$ cat src/rtl/vga_timing_pkg.sv
// Shared VGA timing constants (640x480@60 on a 4x pixel clock) and total-period helpers.
// Used by vga_timing_gen; the optional frame counter is enabled with VGA_FRAME_CNT_EN.
package vga_timing_pkg;

    localparam int unsigned DEF_DIV      = 4;
    localparam int unsigned DEF_H_ACTIVE = 640;
    localparam int unsigned DEF_H_FP     = 16;
    localparam int unsigned DEF_H_SYNC   = 96;
    localparam int unsigned DEF_H_BP     = 48;
    localparam int unsigned DEF_V_ACTIVE = 480;
    localparam int unsigned DEF_V_FP     = 10;
    localparam int unsigned DEF_V_SYNC   = 2;
    localparam int unsigned DEF_V_BP     = 33;

    function automatic int unsigned h_total(input int unsigned active, input int unsigned fp,
                                            input int unsigned sync, input int unsigned bp);
        return active + fp + sync + bp;
    endfunction

    function automatic int unsigned v_total(input int unsigned active, input int unsigned fp,
                                            input int unsigned sync, input int unsigned bp);
        return active + fp + sync + bp;
    endfunction

endpackage

$ cat src/rtl/vga_tick_div.sv
// Clock divider producing the one-cycle pixel strobe; holds while en is low,
// restarts from zero on resync.
module vga_tick_div #(
    parameter int unsigned DIV = 4
) (
    input  logic clk,
    input  logic reset,
    input  logic en,
    input  logic resync,
    output logic p_tick
);

    localparam int unsigned      DW   = (DIV > 1) ? $clog2(DIV) : 1;
    localparam logic [DW-1:0]    LAST = DW'(DIV - 1);

    logic [DW-1:0] cnt_q, cnt_d;
    logic          tick_q, tick_d;

    always_comb begin
        cnt_d  = cnt_q;
        tick_d = tick_q;
        if (resync) begin
            cnt_d  = '0;
            tick_d = 1'b0;
        end else if (en) begin
            cnt_d  = (cnt_q == LAST) ? '0 : cnt_q + DW'(1);
            tick_d = (cnt_d == LAST);
        end
    end

    always_ff @(posedge clk) begin
        if (reset) begin
            cnt_q  <= '0;
            tick_q <= 1'b0;
        end else begin
            cnt_q  <= cnt_d;
            tick_q <= tick_d;
        end
    end

    // The registered strobe is held across en=0 so it resumes on the right count;
    // gating with en keeps the strobe low while timing is paused.
    assign p_tick = tick_q & en;

endmodule

$ cat src/rtl/vga_timing_gen.sv
// VGA raster timing: pixel/line counters, sync, blanking and start-of-line/frame strobes.
// Define VGA_FRAME_CNT_EN to add the 16-bit frame_cnt output.
module vga_timing_gen
    import vga_timing_pkg::*;
#(
    parameter int unsigned DIV      = DEF_DIV,
    parameter int unsigned H_ACTIVE = DEF_H_ACTIVE,
    parameter int unsigned H_FP     = DEF_H_FP,
    parameter int unsigned H_SYNC   = DEF_H_SYNC,
    parameter int unsigned H_BP     = DEF_H_BP,
    parameter int unsigned V_ACTIVE = DEF_V_ACTIVE,
    parameter int unsigned V_FP     = DEF_V_FP,
    parameter int unsigned V_SYNC   = DEF_V_SYNC,
    parameter int unsigned V_BP     = DEF_V_BP,
    parameter bit          HS_POL   = 1'b0,
    parameter bit          VS_POL   = 1'b0,
    parameter int unsigned CW       = 10
) (
    input  logic          CLK,
    input  logic          RESET,
    input  logic          en,
    input  logic          resync,
    output logic          p_tick,
    output logic [CW-1:0] pixel_X,
    output logic [CW-1:0] pixel_Y,
    output logic          sincro_horiz,
    output logic          sincro_vert,
    output logic          video_on,
    output logic          line_start,
    output logic          frame_start
`ifdef VGA_FRAME_CNT_EN
    ,
    output logic [15:0]   frame_cnt
`endif
);

    localparam int unsigned H_TOTAL = h_total(H_ACTIVE, H_FP, H_SYNC, H_BP);
    localparam int unsigned V_TOTAL = v_total(V_ACTIVE, V_FP, V_SYNC, V_BP);

    localparam logic [CW-1:0] H_LAST = CW'(H_TOTAL - 1);
    localparam logic [CW-1:0] V_LAST = CW'(V_TOTAL - 1);
    localparam logic [CW-1:0] H_VIS  = CW'(H_ACTIVE);
    localparam logic [CW-1:0] V_VIS  = CW'(V_ACTIVE);
    localparam logic [CW-1:0] HS_BEG = CW'(H_ACTIVE + H_FP);
    localparam logic [CW-1:0] HS_END = CW'(H_ACTIVE + H_FP + H_SYNC - 1);
    localparam logic [CW-1:0] VS_BEG = CW'(V_ACTIVE + V_FP);
    localparam logic [CW-1:0] VS_END = CW'(V_ACTIVE + V_FP + V_SYNC - 1);

    logic          tick;
    logic [CW-1:0] x_q, x_d;
    logic [CW-1:0] y_q, y_d;

    vga_tick_div #(
        .DIV (DIV)
    ) u_tick_div (
        .clk    (CLK),
        .reset  (RESET),
        .en     (en),
        .resync (resync),
        .p_tick (tick)
    );

    // resync wins over a coincident tick so the raster always restarts at the origin
    always_comb begin
        x_d = x_q;
        y_d = y_q;
        if (resync) begin
            x_d = '0;
            y_d = '0;
        end else if (tick) begin
            if (x_q == H_LAST) begin
                x_d = '0;
                y_d = (y_q == V_LAST) ? '0 : y_q + CW'(1);
            end else begin
                x_d = x_q + CW'(1);
            end
        end
    end

    always_ff @(posedge CLK) begin
        if (RESET) begin
            x_q <= '0;
            y_q <= '0;
        end else begin
            x_q <= x_d;
            y_q <= y_d;
        end
    end

    // Sync and blanking decode the live counters directly so they never lag them.
    always_comb begin
        p_tick       = tick;
        pixel_X      = x_q;
        pixel_Y      = y_q;
        sincro_horiz = ((x_q >= HS_BEG) && (x_q <= HS_END)) ? HS_POL : ~HS_POL;
        sincro_vert  = ((y_q >= VS_BEG) && (y_q <= VS_END)) ? VS_POL : ~VS_POL;
        video_on     = (x_q < H_VIS) && (y_q < V_VIS);
        line_start   = tick && (x_q == '0);
        frame_start  = tick && (x_q == '0) && (y_q == '0);
    end

`ifdef VGA_FRAME_CNT_EN
    logic        frame_wrap;
    logic [15:0] fcnt_q;

    assign frame_wrap = tick && !resync && (x_q == H_LAST) && (y_q == V_LAST);

    always_ff @(posedge CLK) begin
        if (RESET) begin
            fcnt_q <= '0;
        end else if (frame_wrap) begin
            fcnt_q <= fcnt_q + 16'd1;
        end
    end

    assign frame_cnt = fcnt_q;
`endif

endmodule

$ cat config.mk
export PLATFORM = sky130hd
export DESIGN_NAME = vga_timing_gen
export DESIGN_NICKNAME = d
export VERILOG_FILES = /design/src/rtl/vga_timing_pkg.sv /design/src/rtl/vga_tick_div.sv /design/src/rtl/vga_timing_gen.sv
export SDC_FILE = /design/constraint.sdc
export NUM_CORES = 1
export LEC_CHECK = 0
export BUFFER_PORTS_ARGS = -buffer_cell sky130_fd_sc_hd__buf_2
export CAP_MARGIN = 20
export CORE_ASPECT_RATIO = 0.6
export CORE_MARGIN = 5
export CORE_UTILIZATION = 45
export DETAILED_ROUTE_END_ITERATION = 16
export HOLD_SLACK_MARGIN = 0.02
export PLACE_DENSITY = 0.69
export SYNTH_ARGS = -nofsm -noshare
export SYNTH_HDL_FRONTEND = slang
export SYNTH_HIERARCHICAL = 1
export SYNTH_SLANG_ARGS = --single-unit
$ cat constraint.sdc
create_clock -name CLK -period 2 [get_ports CLK]
set_clock_uncertainty 0.05 [all_clocks]
set_input_delay 0.1 -clock CLK [delete_from_list [all_inputs] [get_ports CLK]]
set_output_delay 0.1 -clock CLK [all_outputs]
set_load 0.005 [all_outputs]
==> results.md <==
- PnR worst setup slack: 0.0389 ns
- Clk sinks: 23
- # DRC: 0
- Die width: 78.8 um
- Seq pwr share: 0.596
- Die H: 51.3 um
- Cell variety after synth: 38
- Critical path, cell by cell: or3b_1 -> or4_4 -> or3_1 -> a21oi_2
- Post-Syn Area: 1280 um^2
- Wirelength per Cell: 15.1 um
- Final Setup Violations: 0
- Final Wtd Congestion: 0.831
- Worst R2R End: pixel_Y[7]$_SDFFE_PP0P_
- Final worst path period share: 0.981
- Vias: 1267
- Reg2reg setup slack: 0.04 ns
- H-tree depth: 1
- Core Region: 2800 um^2
- Pint: 607 uW
- Relative slew slack: 0.603
- Mean Syn Cell Area: 8.68 um^2
- Crit Path Max Fanout: 8
- Rows: 15
- Max cap viols: 0
- Reg2reg start: pixel_X[5]$_SDFFE_PP0P_
- Cells after synthesis: 147
- Required @ worst endpoint: 2.15 ns
- Synth Area in Adders: 0.0686
- Crit path buffers/inverters: 0
- Synth async-reset ratio: 0
- Setup WS pre-CTS: 0.0243 ns
- Synth top area cells: dfxtp_1 36%, ha_1 6.9%, xnor2_1 6.2%
- IO Pins: 30
- Ant. Diodes: 0
- Delay-heaviest family, CP: simple AND/OR/NAND/NOR gates
- Layout Cell Area excl Fill: 1620 um^2
- Seq/Total Area, Yosys: 0.361
- Slew Limit Fails: 0
- Layout cells sized above 1: 0.321
- Post-Route WL: 3.38 mm
- Area leader, netlist: dfxtp_1
- 1st-iter DRT viols: 115
- Via-to-Cell Ratio: 5.66
- Largest family of logic cells by synthesized area: simple AND/OR/NAND/NOR gates
- Startpoint type of the worst setup path: register
- Post-DP Area: 1550 um^2
- Time the worst path needs with I/O delays and setup: 1.96 ns
- Biggest cell delay along the critical path: 0.58 ns
- HPWL after DPL: 2.63 mm
- Setup crit end kind: register
- Synth Area in Simple Gates: 0.347
- First-pass GRT wire length: 5.73 mm
- Layout Nets: 202
- Clock root cell: clkbuf_8
- Static leakage power: 0.671 nW
- Area occupied by registers: 463 um^2
- Area growth syn-to-layout: 26.8%
- Top post-synthesis cells by count: 23 x dfxtp_1, 18 x nor2_1, 9 x xnor2_1
- WHS Path Cells: 2
- Max Clock Freq: 510 MHz
- Tightest Pin Transition: 0.594 ns
- Layout fillers: 253
- Top_reg_cell synth: dfxtp_1
- Synth Area in Compound Gates: 0.0657
- CTS tree: built
- Initial antenna violation count: 0
- Share of the synthesized area in the top cell type: 0.361
- Total GRT Usage: 0.181
- Vias in the first global route: 1184
- Port Buf Inserts: 29
- R2R depth: 4
- Syn. warnings: 6
- Status: completed
- Seq cells post-synth: 23
- Tot Pwr: 773 uW
- Drt first pass iters: 4
- Maximum clock insertion buffer count: 2
- Largest net degree at the start of global routing: 14
- Starting Density: 0.456
- PwrDens: 478 nW/um^2
- Clock transition at path regs: 0.08 ns
- XOR/XNOR share of the synthesized area: 0.103
- CTS buffer count: 3
- Multi-input gate area: 778 um^2
- Switching power: 166 uW
- EDFF count, synth: 0
- Die Area: 4040 um^2
- Worst min-delay path class: input pin to register
- Setup CP Type: register to register
- Net Sw Frac: 0.215
- Grt ovf: 0
- Hold Crit Start: RESET
- Syn Nets: 158
- Count leader, synth: dfxtp_1
- Combinational power share: 0.032
- Mux share of post-synthesis cell area: 0.0157
- Post-route ant nets: 0
- Slowest CP cell: or4_4
- Hold Path Sink: u_tick_div/cnt_q[0]$_SDFFE_PP0P_
- Clock power share: 0.371
- Final hold violation count: 0
- Clk_lat worst skew: 0.26 ns
- Worst vdd ir: 0.293 mV
- Critical path arrival: 2.11 ns
registers in the layout (all words and copies together) (netlist names):
name	flops
u_tick_div/tick_q	1
u_tick_div/cnt_q	2
pixel_X	10
pixel_Y	10
power groups by stage:
| stage | registers, mW | logic, mW | clock network, mW |
|---|---|---|---|
| 2_1_floorplan | 0.472 | 0.0125 | 0 |
| 3_5_place_dp | 0.472 | 0.0243 | 0 |
| 3_3_place_gp | 0.472 | 0.0237 | 0 |
| 5_1_grt | 0.462 | 0.0282 | 0.314 |
| 4_1_cts | 0.461 | 0.0243 | 0.293 |
| 6_report | 0.461 | 0.0249 | 0.287 |
kinds of logic (layout without fill, tap and decap cells):
kind of cell,count (synthesis),count (layout)
simple gates,77,77
flops,23,23
xor+xnor,15,15
buf+inv,12,55
compound gates,11,11
fa+ha+maj,7,7
mux,2,2
routing by layer:
| layer | vias to the layer above | wire (um) | track usage |
|---|---|---|---|
| li1 | 614 | - | - |
| met1 | 600 | 1670 | 0.261 |
| met2 | 51 | 1420 | 0.270 |
| met3 | 2 | 277 | 0.0511 |
| met4 | 0 | 13 | 0.0262 |
| met5 | - | 0 | 0 |
final cells by class:
class	instances	area share
multi-input combinational	112	0.481
sequential	23	0.286
timing repair buffer	45	0.164
tap	34	0.0263
clock buffer	3	0.0255
inverter	6	0.0139
clock inverter	1	0.00309
cell usage in the layout, fill, tap and decap left out, drive strengths merged:
cell     instances
and2             3
and4             4
nand4            5
a21oi            2
or3b             2
a211oi           1
nand2            7
buf             45
and3             3
inv              6
nand2b           1
a2111oi          1
o211ai           1
xor2             6
nand4b           1
nor4             6
dfxtp           23
or3              3
xnor2            9
ha               7
nor2            18
mux2i            2
or2              1
nor3             7
clkbuf           3
clkinv           1
o311ai           1
or4              2
o21ai            5
nor2b            3
nor4b            2
nand4bb          1
nand3            8
how the worst max path moves through the flow:
| stage | startpoint | slack (ns) | to | cells past startpoint |
|---|---|---|---|---|
| finish | pixel_X[5]$_SDFFE_PP0P_ | 0.04 | pixel_Y[7]$_SDFFE_PP0P_ | 4 |
| global placement | pixel_X[1]$_SDFFE_PP0P_ | 0.13 | pixel_Y[7]$_SDFFE_PP0P_ | 5 |
| CTS | pixel_X[1]$_SDFFE_PP0P_ | 0.01 | pixel_Y[7]$_SDFFE_PP0P_ | 5 |
| global route | pixel_X[5]$_SDFFE_PP0P_ | -0.02 | pixel_Y[7]$_SDFFE_PP0P_ | 4 |
| floorplan | pixel_X[0]$_SDFFE_PP0P_ | 0.11 | pixel_Y[0]$_SDFFE_PP0P_ | 6 |
| detailed placement | pixel_X[1]$_SDFFE_PP0P_ | 0.02 | pixel_Y[9]$_SDFFE_PP0P_ | 5 |
metrics by stage:
| stage | instances | TNS, ns | utilization | hold WS [ns] |
|---|---|---|---|---|
| floorplan | 147 | 0 | - | 0.115 |
| global placement | 219 | 0 | 0.554 | 0.304 |
| detailed placement | 219 | 0 | 0.554 | 0.314 |
| CTS | 223 | 0 | 0.570 | 0.0256 |
| global route | 224 | -0.0277 | 0.579 | 0.0424 |
| finish | 224 | 0 | 0.579 | 0.0310 |
what timing repair did:
action / 4_1_cts / 5_1_grt
resized for setup: 0 / 5
hold buffers: 0 / 0
setup endpoints to repair: 0 / 8
setup buffers: 0 / 1
Power figures use the tool's default switching activity.
